### src/rtl/uart_pkg.sv
// Shared definitions for the UART transmit queue: byte width, sequencer states
// and a small constant helper used to size counters.
package uart_pkg;

  localparam int UART_BYTE_W = 8;

  typedef enum logic [2:0] {
    ST_IDLE       = 3'd0,
    ST_PULSE      = 3'd1,
    ST_WAIT_START = 3'd2,
    ST_WAIT_DONE  = 3'd3,
    ST_GAP        = 3'd4
  } tx_state_e;

  function automatic int max3(input int a, input int b, input int c);
    int m;
    m = (a > b) ? a : b;
    return (m > c) ? m : c;
  endfunction

endpackage

### src/rtl/byte_fifo.sv
// Dual-pointer synchronous byte FIFO with registered flags and drop-on-full.
// Read data is the current head, so a pop and its data land on the same edge.
module byte_fifo
  import uart_pkg::*;
#(
  parameter int DEPTH = 16,
  parameter int AW    = 4
) (
  input  logic                   clk,
  input  logic                   rst_n,
  input  logic                   wr_en,
  input  logic [UART_BYTE_W-1:0] wr_data,
  input  logic                   rd_en,
  output logic [UART_BYTE_W-1:0] rd_data,
  output logic                   full,
  output logic                   empty,
  output logic [AW:0]            level,
  output logic                   wr_drop
);

  logic [UART_BYTE_W-1:0] mem_q [DEPTH];
  logic [AW-1:0]          wr_ptr_q;
  logic [AW-1:0]          rd_ptr_q;
  logic [AW:0]            level_q;
  logic [AW:0]            level_d;
  logic                   full_q;
  logic                   empty_q;
  logic                   push;
  logic                   pop;

  // Acceptance looks only at the registered flags, never at the same-cycle pop.
  assign push    = wr_en & ~full_q;
  assign pop     = rd_en & ~empty_q;
  assign wr_drop = wr_en & full_q;

  always_comb begin
    level_d = level_q;
    if (push && !pop) begin
      level_d = level_q + (AW+1)'(1);
    end else if (!push && pop) begin
      level_d = level_q - (AW+1)'(1);
    end
  end

  always_ff @(posedge clk) begin
    if (push) begin
      mem_q[wr_ptr_q] <= wr_data;
    end
  end

  always_ff @(posedge clk or negedge rst_n) begin
    if (!rst_n) begin
      wr_ptr_q <= '0;
      rd_ptr_q <= '0;
      level_q  <= '0;
      full_q   <= 1'b0;
      empty_q  <= 1'b1;
    end else begin
      if (push) wr_ptr_q <= wr_ptr_q + AW'(1);
      if (pop)  rd_ptr_q <= rd_ptr_q + AW'(1);
      level_q <= level_d;
      full_q  <= (level_d == (AW+1)'(DEPTH));
      empty_q <= (level_d == '0);
    end
  end

  assign rd_data = mem_q[rd_ptr_q];
  assign full    = full_q;
  assign empty   = empty_q;
  assign level   = level_q;

endmodule

### src/rtl/uart_tx_queue.sv
// Byte queue plus pacing sequencer in front of uart_tx: launches one byte per
// trigger pulse, then waits for the frame to start and finish before the next.
module uart_tx_queue
  import uart_pkg::*;
#(
  parameter int DEPTH         = 16,
  parameter int AW            = 4,
  parameter int PULSE_CYCLES  = 4,
  parameter int GAP_CYCLES    = 16,
  parameter int START_TIMEOUT = 1024
) (
  input  logic                   clk,
  input  logic                   rst_n,
  input  logic                   wr_en,
  input  logic [UART_BYTE_W-1:0] wr_data,
  output logic                   full,
  output logic                   empty,
  output logic [AW:0]            level,
  output logic                   overflow,
  output logic                   tx_timeout,
  output logic [UART_BYTE_W-1:0] tx_data,
  output logic                   tx_int,
  input  logic                   tx_busy
);

  localparam int CNT_MAX = max3(PULSE_CYCLES, START_TIMEOUT, GAP_CYCLES);
  localparam int CNT_W   = $clog2(CNT_MAX + 1);

  tx_state_e              state_q, state_d;
  logic [CNT_W-1:0]       cnt_q, cnt_d;
  logic [UART_BYTE_W-1:0] tx_data_q, tx_data_d;
  logic                   tx_int_q, tx_int_d;
  logic                   overflow_q, overflow_d;
  logic                   timeout_q, timeout_d;
  logic                   pop;
  logic [UART_BYTE_W-1:0] fifo_head;
  logic                   fifo_empty;
  logic                   fifo_drop;

  byte_fifo #(
    .DEPTH (DEPTH),
    .AW    (AW)
  ) u_fifo (
    .clk     (clk),
    .rst_n   (rst_n),
    .wr_en   (wr_en),
    .wr_data (wr_data),
    .rd_en   (pop),
    .rd_data (fifo_head),
    .full    (full),
    .empty   (fifo_empty),
    .level   (level),
    .wr_drop (fifo_drop)
  );

  // One shared counter serves pulse width, start timeout and inter-frame gap.
  always_comb begin
    state_d    = state_q;
    cnt_d      = cnt_q;
    tx_data_d  = tx_data_q;
    tx_int_d   = tx_int_q;
    timeout_d  = timeout_q;
    overflow_d = overflow_q | fifo_drop;
    pop        = 1'b0;

    case (state_q)
      ST_IDLE: begin
        if (!fifo_empty) begin
          pop       = 1'b1;
          tx_data_d = fifo_head;
          tx_int_d  = 1'b1;
          cnt_d     = '0;
          state_d   = ST_PULSE;
        end
      end
      ST_PULSE: begin
        if (cnt_q == CNT_W'(PULSE_CYCLES - 1)) begin
          tx_int_d = 1'b0;
          cnt_d    = '0;
          state_d  = ST_WAIT_START;
        end else begin
          cnt_d = cnt_q + CNT_W'(1);
        end
      end
      ST_WAIT_START: begin
        if (tx_busy) begin
          state_d = ST_WAIT_DONE;
        end else if (cnt_q == CNT_W'(START_TIMEOUT - 1)) begin
          // The launched byte is abandoned rather than retried.
          timeout_d = 1'b1;
          cnt_d     = '0;
          state_d   = ST_GAP;
        end else begin
          cnt_d = cnt_q + CNT_W'(1);
        end
      end
      ST_WAIT_DONE: begin
        if (!tx_busy) begin
          cnt_d   = '0;
          state_d = ST_GAP;
        end
      end
      ST_GAP: begin
        if (cnt_q == CNT_W'(GAP_CYCLES)) begin
          state_d = ST_IDLE;
        end else begin
          cnt_d = cnt_q + CNT_W'(1);
        end
      end
      default: begin
        tx_int_d = 1'b0;
        state_d  = ST_IDLE;
      end
    endcase
  end

  always_ff @(posedge clk or negedge rst_n) begin
    if (!rst_n) begin
      state_q    <= ST_IDLE;
      cnt_q      <= '0;
      tx_data_q  <= '0;
      tx_int_q   <= 1'b0;
      overflow_q <= 1'b0;
      timeout_q  <= 1'b0;
    end else begin
      state_q    <= state_d;
      cnt_q      <= cnt_d;
      tx_data_q  <= tx_data_d;
      tx_int_q   <= tx_int_d;
      overflow_q <= overflow_d;
      timeout_q  <= timeout_d;
    end
  end

  assign empty      = fifo_empty;
  assign overflow   = overflow_q;
  assign tx_timeout = timeout_q;
  assign tx_data    = tx_data_q;
  assign tx_int     = tx_int_q;

endmodule

### config.mk
export PLATFORM = sky130hd
export DESIGN_NAME = uart_tx_queue
export DESIGN_NICKNAME = d
export VERILOG_FILES = /design/src/rtl/uart_pkg.sv /design/src/rtl/byte_fifo.sv /design/src/rtl/uart_tx_queue.sv
export SDC_FILE = /design/constraint.sdc
export NUM_CORES = 1
export LEC_CHECK = 0
export ABC_CLOCK_PERIOD_IN_PS = 5550
export BUFFER_PORTS_ARGS = -buffer_cell sky130_fd_sc_hd__buf_2
export CELL_PAD_IN_SITES_DETAIL_PLACEMENT = 2
export CELL_PAD_IN_SITES_GLOBAL_PLACEMENT = 2
export CORE_MARGIN = 2
export CORE_UTILIZATION = 49
export CTS_BUF_LIST = sky130_fd_sc_hd__clkbuf_4 sky130_fd_sc_hd__clkbuf_8 sky130_fd_sc_hd__clkbuf_16
export CTS_CLUSTER_DIAMETER = 30
export CTS_CLUSTER_SIZE = 25
export DETAILED_ROUTE_END_ITERATION = 8
export GPL_TIMING_DRIVEN = 0
export PLACE_DENSITY_LB_ADDON = 0.1
export REMOVE_ABC_BUFFERS = 1
export SETUP_SLACK_MARGIN = 0.4
export SLEW_MARGIN = 10
export SYNTH_ARGS = -nofsm -noshare
export SYNTH_HDL_FRONTEND = slang
export SYNTH_SLANG_ARGS = --single-unit
### constraint.sdc
create_clock -name clk -period 5.55 [get_ports clk]
set_input_delay 0.8325 -clock clk [delete_from_list [all_inputs] [get_ports clk]]
set_output_delay 0.8325 -clock clk [all_outputs]
set_load 0.01 [all_outputs]
* Word-level counts from Yosys, hierarchy flattened
Memories as Yosys holds them, arrays and structs flattened. A register that Yosys moved wholly into a read port is not among the register bits.
Cells that the tools add are included.
** Storage, ports and cells
- Register bits :: 32
- Bits in writable memories :: 128
- Input port bits :: 12
- Output and inout bits :: 18
- Word-level logic and storage cells :: 76
- Memories kept :: 1
** Operators by class
- Add/sub/neg operators :: 5
- Equal/unequal tests :: 15
- Mux-type cells :: 23
- Bitwise gates (word level) :: 8
- Reductions and logical operators :: 14
** Memory list
- u_fifo.mem_q :: words 16, width 8, read ports 1, clocked after Yosys merged registers in 1, write ports 1, RTL line byte_fifo.sv:21 : logic [UART_BYTE_W-1:0] mem_q [DEPTH];
** Operator list (number)
- 2-to-1 mux 11 bit :: 6
- case mux 11 bit (5 select lines) :: 1
- 2-to-1 mux 3 bit :: 6
- case mux 3 bit (5 select lines) :: 1
- != test 2 bit, second input constant :: 6
- adder 11 x 1 -> 11 bit, second input constant :: 1
- equality test 11 x 10 -> 1 bit, second input constant :: 1
- equality test 11 x 2 -> 1 bit, second input constant :: 1
- equality test 11 x 5 -> 1 bit, second input constant :: 1
- 2-to-1 mux 5 bit :: 2
- AND reduction 5 bit :: 2
- adder 4 x 1 -> 4 bit, second input constant :: 2
- equality test 3 x 2 -> 1 bit, second input constant :: 2
- 2-to-1 mux 1 bit :: 6
- AND reduction 3 bit :: 2
- adder 5 x 1 -> 5 bit, second input constant :: 1
- equality test 5 bit, second input constant :: 1
- logical NOT 5 bit :: 1
- nonzero test 5 bit :: 1
- subtractor 5 x 1 -> 5 bit, second input constant :: 1
- NOT 1 bit :: 4
- bitwise AND 1 bit :: 3
- equality test 3 x 1 -> 1 bit, second input constant :: 1
- equality test 3 bit, second input constant :: 1
- 8 further kinds :: 11

* Logic depth before layout (Yosys ltp)
Gate-level depths: netlist of the first run.
- Depth after elaboration :: 7
- Gate-level depth with buffers :: 7

* By module
A second synthesis of the first run with hierarchy kept.
** Unflattened totals
- Cells, all modules :: 426
- Area, all modules :: 7163.1 µm²
** Modules (own cells, without submodules)
- byte_fifo :: instances 1, cells each 297, area an instance 5814.3 µm², seq. area each 4220.3 µm²
- uart_tx_queue :: instances 1, cells each 129, area an instance 1348.8 µm², seq. area each 625.6 µm²

* Worst setup path before layout of the first run
Ideal clock, no wire load.
- Path type :: reg2reg
- Start point :: register cnt_q[0]
- End point :: register state_q[0]
- Setup time :: 0.128 ns
- Arrival :: 1.951 ns
- Path slack :: 3.471 ns
- Stages on the path, launching flop included :: 7
- Clock period less this slack :: 2.079 ns
- Cell sequence :: dfrtp_1 -> ha_1 -> nand3_4 -> nor4_4 -> nand2_2 -> a2111oi_4 -> mux2_1
** On the way
- Longest elaborated chain between the ends :: 3
** Ends and longest elaborated chain
- start: declaration :: RTL line uart_tx_queue.sv:30 : logic [CNT_W-1:0] cnt_q, cnt_d;
- start signal: assignment :: RTL line uart_tx_queue.sv:127 : cnt_q <= cnt_d;
- equality test 11 x 10 -> 1 bit, or another cell as far along :: RTL line uart_tx_queue.sv:88 : end else if (cnt_q == CNT_W'(START_TIMEOUT - 1)) begin
- != test 3 bit (no source line) or != test 2 bit (tied branches)
- AND reduction 5 bit (no source line) (*)
- end signal: assignment :: RTL line uart_tx_queue.sv:126 : state_q <= state_d;
- end: declaration :: RTL line uart_tx_queue.sv:29 : tx_state_e state_q, state_d;
Mark *: on every way between the ends. The rest lies on a longest branch, timed or not.
A chain may end at the register's enable or synchronous reset.

* Worst setup path in the final report of the first run
- Start point :: register state_q[2]
- End point :: register cnt_q[2]
** On the way
- Longest elaborated chain between the ends :: 3
** Ends and longest elaborated chain
- equality test 3 bit, or another cell as far along :: RTL line uart_tx_queue.sv:66 : case (state_q)
- nonzero test 5 bit (no source line) or != test 2 bit (tied branches)
- AND reduction 5 bit (no source line)
Several ways; a longest one is shown, not always the timed one.

==> results of run 1 <==
==> worst max-delay path by stage <==
| stage | startpoint | to | slack (ps) | depth (start not counted) |
|---|---|---|---|---|
| floorplan | u_fifo.rd_ptr_q[0]$_DFFE_PN0P_ | tx_data[6]$_DFFE_PN0P_ | 2980 | 5 |
| global placement | u_fifo.rd_ptr_q[0]$_DFFE_PN0P_ | tx_data[3]$_DFFE_PN0P_ | 2220 | 5 |
| detailed placement | wr_en | u_fifo.mem_q[14][3]$_DFFE_PP_ | 2700 | 4 |
| CTS | state_q[2]$_DFFE_PN0P_ | cnt_q[2]$_DFFE_PN0P_ | 2930 | 5 |
| global route | cnt_q[7]$_DFFE_PN0P_ | cnt_q[7]$_DFFE_PN0P_ | 2750 | 5 |
| finish | state_q[2]$_DFFE_PN0P_ | cnt_q[2]$_DFFE_PN0P_ | 2870 | 5 |
==> layout make-up <==
cell class	instances	area [um^2]
Fill cell	1250	6290
Multi-Input combinational cell	239	2160
Clock buffer	19	447
Tap cell	184	230
Timing Repair Buffer	31	193
Sequential cell	168	4850
Clock inverter	13	158
Inverter	10	37.5
==> flip-flops by register name (all words and copies together), names as in the netlist <==
name             cells
u_fifo.wr_ptr_q      4
overflow             1
u_fifo.mem_q       128
u_fifo.level         5
state_q              3
u_fifo.empty         1
u_fifo.full          1
u_fifo.rd_ptr_q      4
tx_data              8
tx_timeout           1
tx_int               1
cnt_q               11
==> power by group through the flow <==
stage / Combinational, W / Clock (W) / Sequential (W)
finish: 0.00130 / 0.00122 / 0.00185
global route: 0.00143 / 0.00128 / 0.00188
CTS: 0.00133 / 0.00123 / 0.00185
detailed placement: 0.00129 / 0 / 0.00187
global placement: 0.00114 / 0 / 0.00190
floorplan: 0.000806 / 0 / 0.00184
==> worst register-to-register path: stages (launching register included) <==
cell                       delay (ps)
sky130_fd_sc_hd__dfrtp_1          620
sky130_fd_sc_hd__or3b_1           440
sky130_fd_sc_hd__o21a_1           180
sky130_fd_sc_hd__a21oi_1          610
sky130_fd_sc_hd__o21ai_1          330
sky130_fd_sc_hd__o311ai_1         380
==> per-stage QoR <==
step	utilization	instances	power [W]	worst slack [ps]	hold WS (ps)
final	0.562	664	0.00437	2870	467
after global routing	0.562	664	0.00459	2750	490
after CTS	0.562	664	0.00441	2930	464
after detailed placement	0.520	632	0.00316	2700	448
after global placement	0.517	630	0.00304	2220	433
after floorplan	-	417	0.00264	2980	478
==> cells in the mapped netlist, drive strengths merged, types with 2 or more instances <==
cell | number | area, um^2
a21o | 3 | 25.0
a21oi | 20 | 100
a221o | 3 | 30.0
and2 | 17 | 106
and3 | 3 | 20.0
buf | 9 | 46.3
clkbuf | 8 | 30.0
dfrtp | 39 | 976
edfxtp | 128 | 3840
ha | 9 | 113
inv | 10 | 37.5
mux2 | 2 | 22.5
mux2i | 16 | 160
mux4 | 32 | 721
nand2 | 28 | 108
nand2b | 4 | 25.0
nand3 | 7 | 47.6
nand4 | 2 | 12.5
nor2 | 19 | 73.8
nor2b | 2 | 12.5
nor3 | 5 | 25.0
nor3b | 2 | 15.0
nor4 | 6 | 80.1
nor4b | 2 | 23.8
o211ai | 6 | 45.0
o21ai | 18 | 90.1
o221ai | 2 | 17.5
o311ai | 2 | 17.5
or3 | 3 | 21.3
xnor2 | 10 | 87.6
==> cell usage in the layout, fill, tap and decap left out, types with 3 or more instances in the layout <==
master and n:
sky130_fd_sc_hd__a21oi_1 20, sky130_fd_sc_hd__a221o_1 3, sky130_fd_sc_hd__and2_1 17, sky130_fd_sc_hd__buf_2 29, sky130_fd_sc_hd__clkbuf_16 17, sky130_fd_sc_hd__clkinv_4 3
sky130_fd_sc_hd__dfrtp_1 37, sky130_fd_sc_hd__edfxtp_1 128, sky130_fd_sc_hd__ha_1 9, sky130_fd_sc_hd__inv_1 10, sky130_fd_sc_hd__inv_6 6, sky130_fd_sc_hd__mux2i_1 16
sky130_fd_sc_hd__mux4_2 32, sky130_fd_sc_hd__nand2_1 27, sky130_fd_sc_hd__nand2b_1 4, sky130_fd_sc_hd__nand3_1 6, sky130_fd_sc_hd__nor2_1 18, sky130_fd_sc_hd__nor3_1 5
sky130_fd_sc_hd__o211ai_1 6, sky130_fd_sc_hd__o21ai_0 17, sky130_fd_sc_hd__xnor2_1 10
==> layer usage <==
metal  vias to the layer above  global-route usage  part of all wire
met2                        84               0.433              0.52
li1                       1773                   -                 -
met3                        29              0.0473             0.038
met1                      2143               0.333              0.42
met4                         0              0.0839             0.021
met5                         -                   0                 0
==> cell families after synthesis <==
kind of cell / Yosys count
compound gates: 64
xor+xnor: 10
fa+ha+maj: 9
buf+inv: 27
flops: 168
mux: 50
simple gates: 106
==> impl_summary.md, run 1 <==
Power
The net switching share of the total power is 0.348. The internal power component is 0.00285 W. The maximum ir drop on the vdd rail is 262 uV. The relative contribution of sequential cells to total power is 0.422.

Power spread over the standard cell area amounts to 541 nW/um^2. The portion of total power attributed to combinational logic is 0.299. Of the total power, the clock network draws 0.279. The leakage power is 2.85 nW. The net load switching power is 0.00152 W.

Floorplan
The starting density of the core is 0.496. The die area is 15500 um^2. The die is 125 um tall. The floorplan core area is 14400 um^2.

The width of the die is 125 um. In this run the core area contains 44 standard-cell rows. The number of primary I/O pins is 30.

Critical path
The setup slack on the worst flop-to-flop path is 2870 ps. The largest driver fanout on the critical path is 11. STA puts the critical path data arrival time at 2980 ps. For this run, the slowest stage of the critical path takes 620 ps. The worst register-to-register path ends at cnt_q[2]$_DFFE_PN0P_.

The element type at the critical path end is a flop. The critical path contains buffers and inverters numbering 0 combined. The depth of the worst register-to-register path is 5. The critical path class is reg2reg. The startpoint identified for the worst register-to-register timing path is state_q[2]$_DFFE_PN0P_. The kind of cell with the highest combined delay on the critical path is compound AO/OA/AOI/OAI gates. The signal on the critical path passes through or3b_1, o21a_1, a21oi_1, o21ai_1, o311ai_1.

The startpoint kind of the worst setup timing path is a flop. For this design, the slowest cell found on the critical path is sky130_fd_sc_hd__dfrtp_1. The endpoint required time on the critical path is 5860 ps.

CTS
The clock passes through at most 2 buffers. The total number of H-tree levels is 4. After clock tree synthesis, the setup repair step added 0 buffers. The insertion delay to the later sink of the worst-skew pair is 430 ps. The clock-pin slew on the worst setup and hold paths is 70 ps. After clock tree synthesis, the repair step resized 0 gates. The count of hold-fix buffers inserted at cts is 0. The number of buffers created by CTS is 17.

The tree is rooted in a sky130_fd_sc_hd__clkbuf_16. The CTS sink count is 168. The clock tree from TritonCTS is built.

Cells and area
Compared with the post-synthesis result, the final layout area differs by 13.4%. In the final layout, the share of cells above drive strength 1 is 0.246. After routing the design area is 8080 um^2. At the end of the flow, the number of nets in the layout was 488. The number of antenna repair diodes is 0.

Synth
After synthesis, the share of flip-flops with an asynchronous set or reset is 0.238. The xor/xnor share of the synthesized area is 0.0123. During synthesis, Yosys emitted a total of 0 warnings. The number of enable-type register cells in the synthesized netlist is 128. Of the total synthesized cell area, the portion taken by AND, OR, NAND and NOR gates is 0.0877.

The per-instance average area after synthesis is 16.4 um^2. The synthesized instance count is 434. The netlist uses 59 different library cells. Among all flip-flop cells after synthesis, the most frequent one is sky130_fd_sc_hd__edfxtp_1.

After synthesis, the largest family of logic cells by area is multiplexers. The compound-gate portion of the synthesized area came to 0.0611. The part of the Yosys area used for sequential elements is 0.680. The fraction of the mapped netlist area in adder cells is 0.0158. The mux contribution to synthesized area is 0.127.

Counting flops and latches in the post-synthesis netlist gives 168. The post-synth design cell area is 7120 um^2.

Route
Summed over all layers, the routed wires come to 18.3 mm. The wire length per cell after detailed routing is 27.6 um. The number of nets still failing antenna checks after routing is 0. The routed layout has 4029 vias. The first detailed-routing pass ran for 4 iterations. For this block, the initial DRC count from the detailed router was 245. After detailed routing, the number of vias per cell comes to 6.07. For this run, design rule violations remaining after detail routing come to 0.

Timing
Dividing the final minimum period by the clock period gives 0.482. Setup repair after global routing left no endpoint under its margin. The max-slew headroom at the worst pin is 0.281. The time the final worst path needs with I/O delays and setup is 2680 ps. At the pin with the least slew margin, the transition time is 1080 ps. Based on the critical path, the design can be clocked at up to 374 MHz. Setup violations remaining at the end of the flow were counted as 0. The largest clock skew in the final design is 11.8 ps. Summed over all failing endpoints, the final setup total negative slack is 0 ps. The count of endpoints failing hold in the final timing report is 0. The number of slew-limit violations in the final report is 0.

Placed design
The congestion estimate from routability-driven global placement came to 0.735. Once placement finished, the instance area stood at 7470 um^2. Port buffering added 29 buffers. The post-detailed-placement half-perimeter wirelength is 11.8 mm.

Flow run
Max-cap violations in this run came to 0.

Global routing
Entering global routing, the biggest net connects 41 pins. For this run the aggregate overflow at the end of global routing stands at 0. The initial antenna violation count is 0. The via count of the first global-routing pass is 4564. The first-pass GRT wire length is 28.9 mm. The all-layer global routing usage is 0.254.

Hold path
The worst min-delay path class is reg2reg. The start point of the worst min-delay path is overflow$_DFF_PN0_. The endpoint of the worst hold-timing path is overflow$_DFF_PN0_. The number of cells on the worst hold path is 1.

Outcome
The run finished with clean final reports.
No activity file was read; power rests on OpenSTA's default activity.
==> inputs of run 2 (changes only) <==
--- a/config.mk
+++ b/config.mk
@@ -5,12 +5,12 @@
 export SDC_FILE = /design/constraint.sdc
 export NUM_CORES = 1
 export LEC_CHECK = 0
-export ABC_CLOCK_PERIOD_IN_PS = 5550
+export ABC_CLOCK_PERIOD_IN_PS = 2740
 export BUFFER_PORTS_ARGS = -buffer_cell sky130_fd_sc_hd__buf_2
 export CELL_PAD_IN_SITES_DETAIL_PLACEMENT = 2
 export CELL_PAD_IN_SITES_GLOBAL_PLACEMENT = 2
 export CORE_MARGIN = 2
-export CORE_UTILIZATION = 49
+export CORE_UTILIZATION = 46
 export CTS_BUF_LIST = sky130_fd_sc_hd__clkbuf_4 sky130_fd_sc_hd__clkbuf_8 sky130_fd_sc_hd__clkbuf_16
 export CTS_CLUSTER_DIAMETER = 30
 export CTS_CLUSTER_SIZE = 25
==> constraint.sdc (replaced) <==
create_clock -name clk -period 2.74 [get_ports clk]
set_input_delay 0.411 -clock clk [delete_from_list [all_inputs] [get_ports clk]]
set_output_delay 0.411 -clock clk [all_outputs]
set_load 0.01 [all_outputs]
==> impl_summary.md, run 2 (synthesis gave the netlist of run 1 again) <==
CTS
Counting every sink on the clock net gives 168. The tree is rooted in a sky130_fd_sc_hd__clkbuf_16. The insertion delay to the later sink of the worst-skew pair is 440 ps.

CTS built an H-tree with a depth of 4. Counting the buffers created by CTS gives 17. The clock tree from TritonCTS is built. After clock tree synthesis, the clock-pin slew on the worst setup and hold paths is 70 ps.

The maximum buffer depth of the clock tree is 2.

Global routing
The all-layer global routing usage is 0.225. The layer carrying the most global-route usage is met2. For this run, global-route usage on met1 was measured as 0.304. The via count of the first global-routing pass was 4308. After global routing the overflow that remains totals 0.

The routing usage on met2 is 0.370. Entering global routing, the biggest net connects 41 pins. The first global-routing pass estimated 26.4 mm of wire.

The global-route met3 utilization is 0.0407. The initial antenna violation count is 0.

Power
The leakage power is 2.86 nW. The worst-case IR drop observed on VDD is 567 uV. The share of total power dissipated in combinational logic is 0.305. Power spread over the standard cell area amounts to 1080 nW/um^2. Summed over all nets, the switching power comes to 0.00310 W. The internal power component is 0.00570 W. Of the total power, registers draw 0.418. Of the total power, the share spent switching nets is 0.352. Of the total power, the clock network draws 0.276.

Hold path
The worst min-delay path class is in2async.

Floorplan
The die is 128 um wide. The floorplan core area is 15100 um^2. The number of primary I/O pins is 30.

The floorplan has 45 rows. The floorplan step defined a die boundary enclosing 16500 um^2. Measured along the y axis, the die boundary spans 128 um. The starting density of the core is 0.470.

Critical path
The critical path in this run is classified as reg2reg. Along the worst path, the maximum fanout reaches 13. STA puts the critical path data required time at 3090 ps.

Measured in cells, the most critical reg-to-reg path has a length of 5. The element type at the critical path end is a flop. For the worst setup path, the data arrival time is 2590 ps. The worst setup path is launched from a flop.

Timing
Setup violations remaining at the end of the flow were counted as 0. Timing would allow up to 448 MHz. The count of endpoints failing hold in the final timing report is 0. Of the available clock period, the critical path in the final layout requires 0.816.

Setup repair after global routing could not meet its margin everywhere. In this run the tightest slew margin relative to its limit is 0.304. The number of slew-limit violations in the final report is 0. For the final database, setup skew stands at 6.85 ps.

The final worst slack is 505 ps. For the pin with the worst max-slew slack, the measured transition is 1040 ps. For the finished layout, the period the worst path requires is 2230 ps.

Route
The routed wire length is 17.0 mm. Dividing the detail-routed wire length by the instance count gives 25.4 um. The detailed-routing iteration count for the pre-antenna-repair pass is 4. Summing over every cut layer, the via total after detailed routing is 3901. Using the TritonRoute via totals, the vias-per-cell ratio works out to 5.82. The number of nets still failing antenna checks after routing is 0. The detailed router finished its first iteration with 228 violations.

In the routed design, unresolved DRC markers number 0.

Placed design
The congestion estimate from routability-driven global placement came to 0.748. Port buffering added 29 buffers. At the placement stage, the worst setup path has a slack of 260 ps. The post-detailed-placement half-perimeter wirelength is 11.1 mm. Summing all placed instances gives a cell area of 7470 um^2.

Cells and area
At the end of the flow the core is filled with cells to 0.537. The most common library cell in the layout ignoring fill and taps is sky130_fd_sc_hd__edfxtp_1. Summing all flip-flop and latch instances after layout gives 4860 um^2. The library cells used most frequently in the layout, excluding fill and tap cells, are 128 x sky130_fd_sc_hd__edfxtp_1, 33 x sky130_fd_sc_hd__dfrtp_1, 32 x sky130_fd_sc_hd__mux4_2, 29 x sky130_fd_sc_hd__buf_2, 27 x sky130_fd_sc_hd__nand2_1. Summing all multi-input logic gate instances after layout gives 2200 um^2. The number of antenna repair diodes is 0. The area overhead of the layout relative to synthesis is 14.1%. The register with the most flip-flops is u_fifo.mem_q. The number of fillers in the final layout is 1328.

The net total in the final layout is 490. The number of flip-flops under the largest register name is 128. The layout cell share with drive strength beyond 1 is 0.270. Summing all non-filler instances in the final layout gives an area of 8130 um^2.

Flow run
The tool flagged a number of max-cap violations equal to 0.

Outcome
The flow ran to the end, and the final reports show no timing, DRC or antenna violations.
==> run 2: cell count changes in the layout (fill, tap and decap cells not counted), moves of 2 or more <==
cell                       before  now
sky130_fd_sc_hd__inv_8          1    7
sky130_fd_sc_hd__dfrtp_1       37   33
sky130_fd_sc_hd__dfrtp_2        2    5
sky130_fd_sc_hd__buf_4          0    2
sky130_fd_sc_hd__clkinv_4       3    1
sky130_fd_sc_hd__nor4_4         2    4
==> run 2: repair_timing <==
item	4_1_cts	5_1_grt
setup endpoints to repair	42	12
setup buffers	0	2
pin swaps	1	3
hold buffers	0	0
cloned	0	0
gates resized for setup	4	10
==> run 2: final timing paths <==
path | start | to | slack [ps]
max | state_q[1]$_DFFE_PN0P_ | cnt_q[5]$_DFFE_PN0P_ | 510
min | rst_n | tx_data[7]$_DFFE_PN0P_ | 150
max reg2reg | state_q[1]$_DFFE_PN0P_ | cnt_q[5]$_DFFE_PN0P_ | 510
min reg2reg | overflow$_DFF_PN0_ | overflow$_DFF_PN0_ | 460
max in group asynchronous | rst_n | u_fifo.rd_ptr_q[0]$_DFFE_PN0P_ | 1820
min in group clk | wr_en | overflow$_DFF_PN0_ | 200
==> run 2: metrics by stage <==
stage | hold WS (ps) | instances | power [W] | setup TNS, ps
after floorplan | 115 | 417 | 0.00535 | 0
after global placement | 434 | 634 | 0.00617 | -4390
after detailed placement | 445 | 636 | 0.00638 | 0
after CTS | 183 | 668 | 0.00886 | 0
after global routing | 201 | 670 | 0.00928 | 0
final | 149 | 670 | 0.00880 | 0
==> run 2: power by group through the flow <==
stage | Clock [W] | Sequential, W | Combinational (W)
4_1_cts | 0.00248 | 0.00368 | 0.00271
5_1_grt | 0.00256 | 0.00375 | 0.00296
3_3_place_gp | 0 | 0.00385 | 0.00232
6_report | 0.00243 | 0.00368 | 0.00269
3_5_place_dp | 0 | 0.00372 | 0.00265
2_1_floorplan | 0 | 0.00372 | 0.00163
==> run 2: layout make-up <==
cell class	count	share of cell area
Multi-Input combinational cell	239	0.271
Sequential cell	168	0.597
Inverter	10	0.00462
Clock buffer	17	0.0523
Clock inverter	15	0.0209
Timing Repair Buffer	33	0.0246
Tap cell	188	0.0289
==> run 2: layer usage <==
metal / part of all wire / wire (um) / vias to the layer above
met5: 0 / 0 / -
met4: 0.015 / 252 / 0
met3: 0.021 / 363 / 22
met2: 0.51 / 8650 / 51
met1: 0.46 / 7740 / 2056
li1: - / - / 1772
==> run 2: worst max-delay path, cell delays in order, from the launching register on <==
cell,delay (ps)
sky130_fd_sc_hd__dfrtp_1,550
sky130_fd_sc_hd__or3b_1,500
sky130_fd_sc_hd__a41oi_2,350
sky130_fd_sc_hd__nor2_2,200
sky130_fd_sc_hd__or3_1,380
sky130_fd_sc_hd__o211ai_1,170
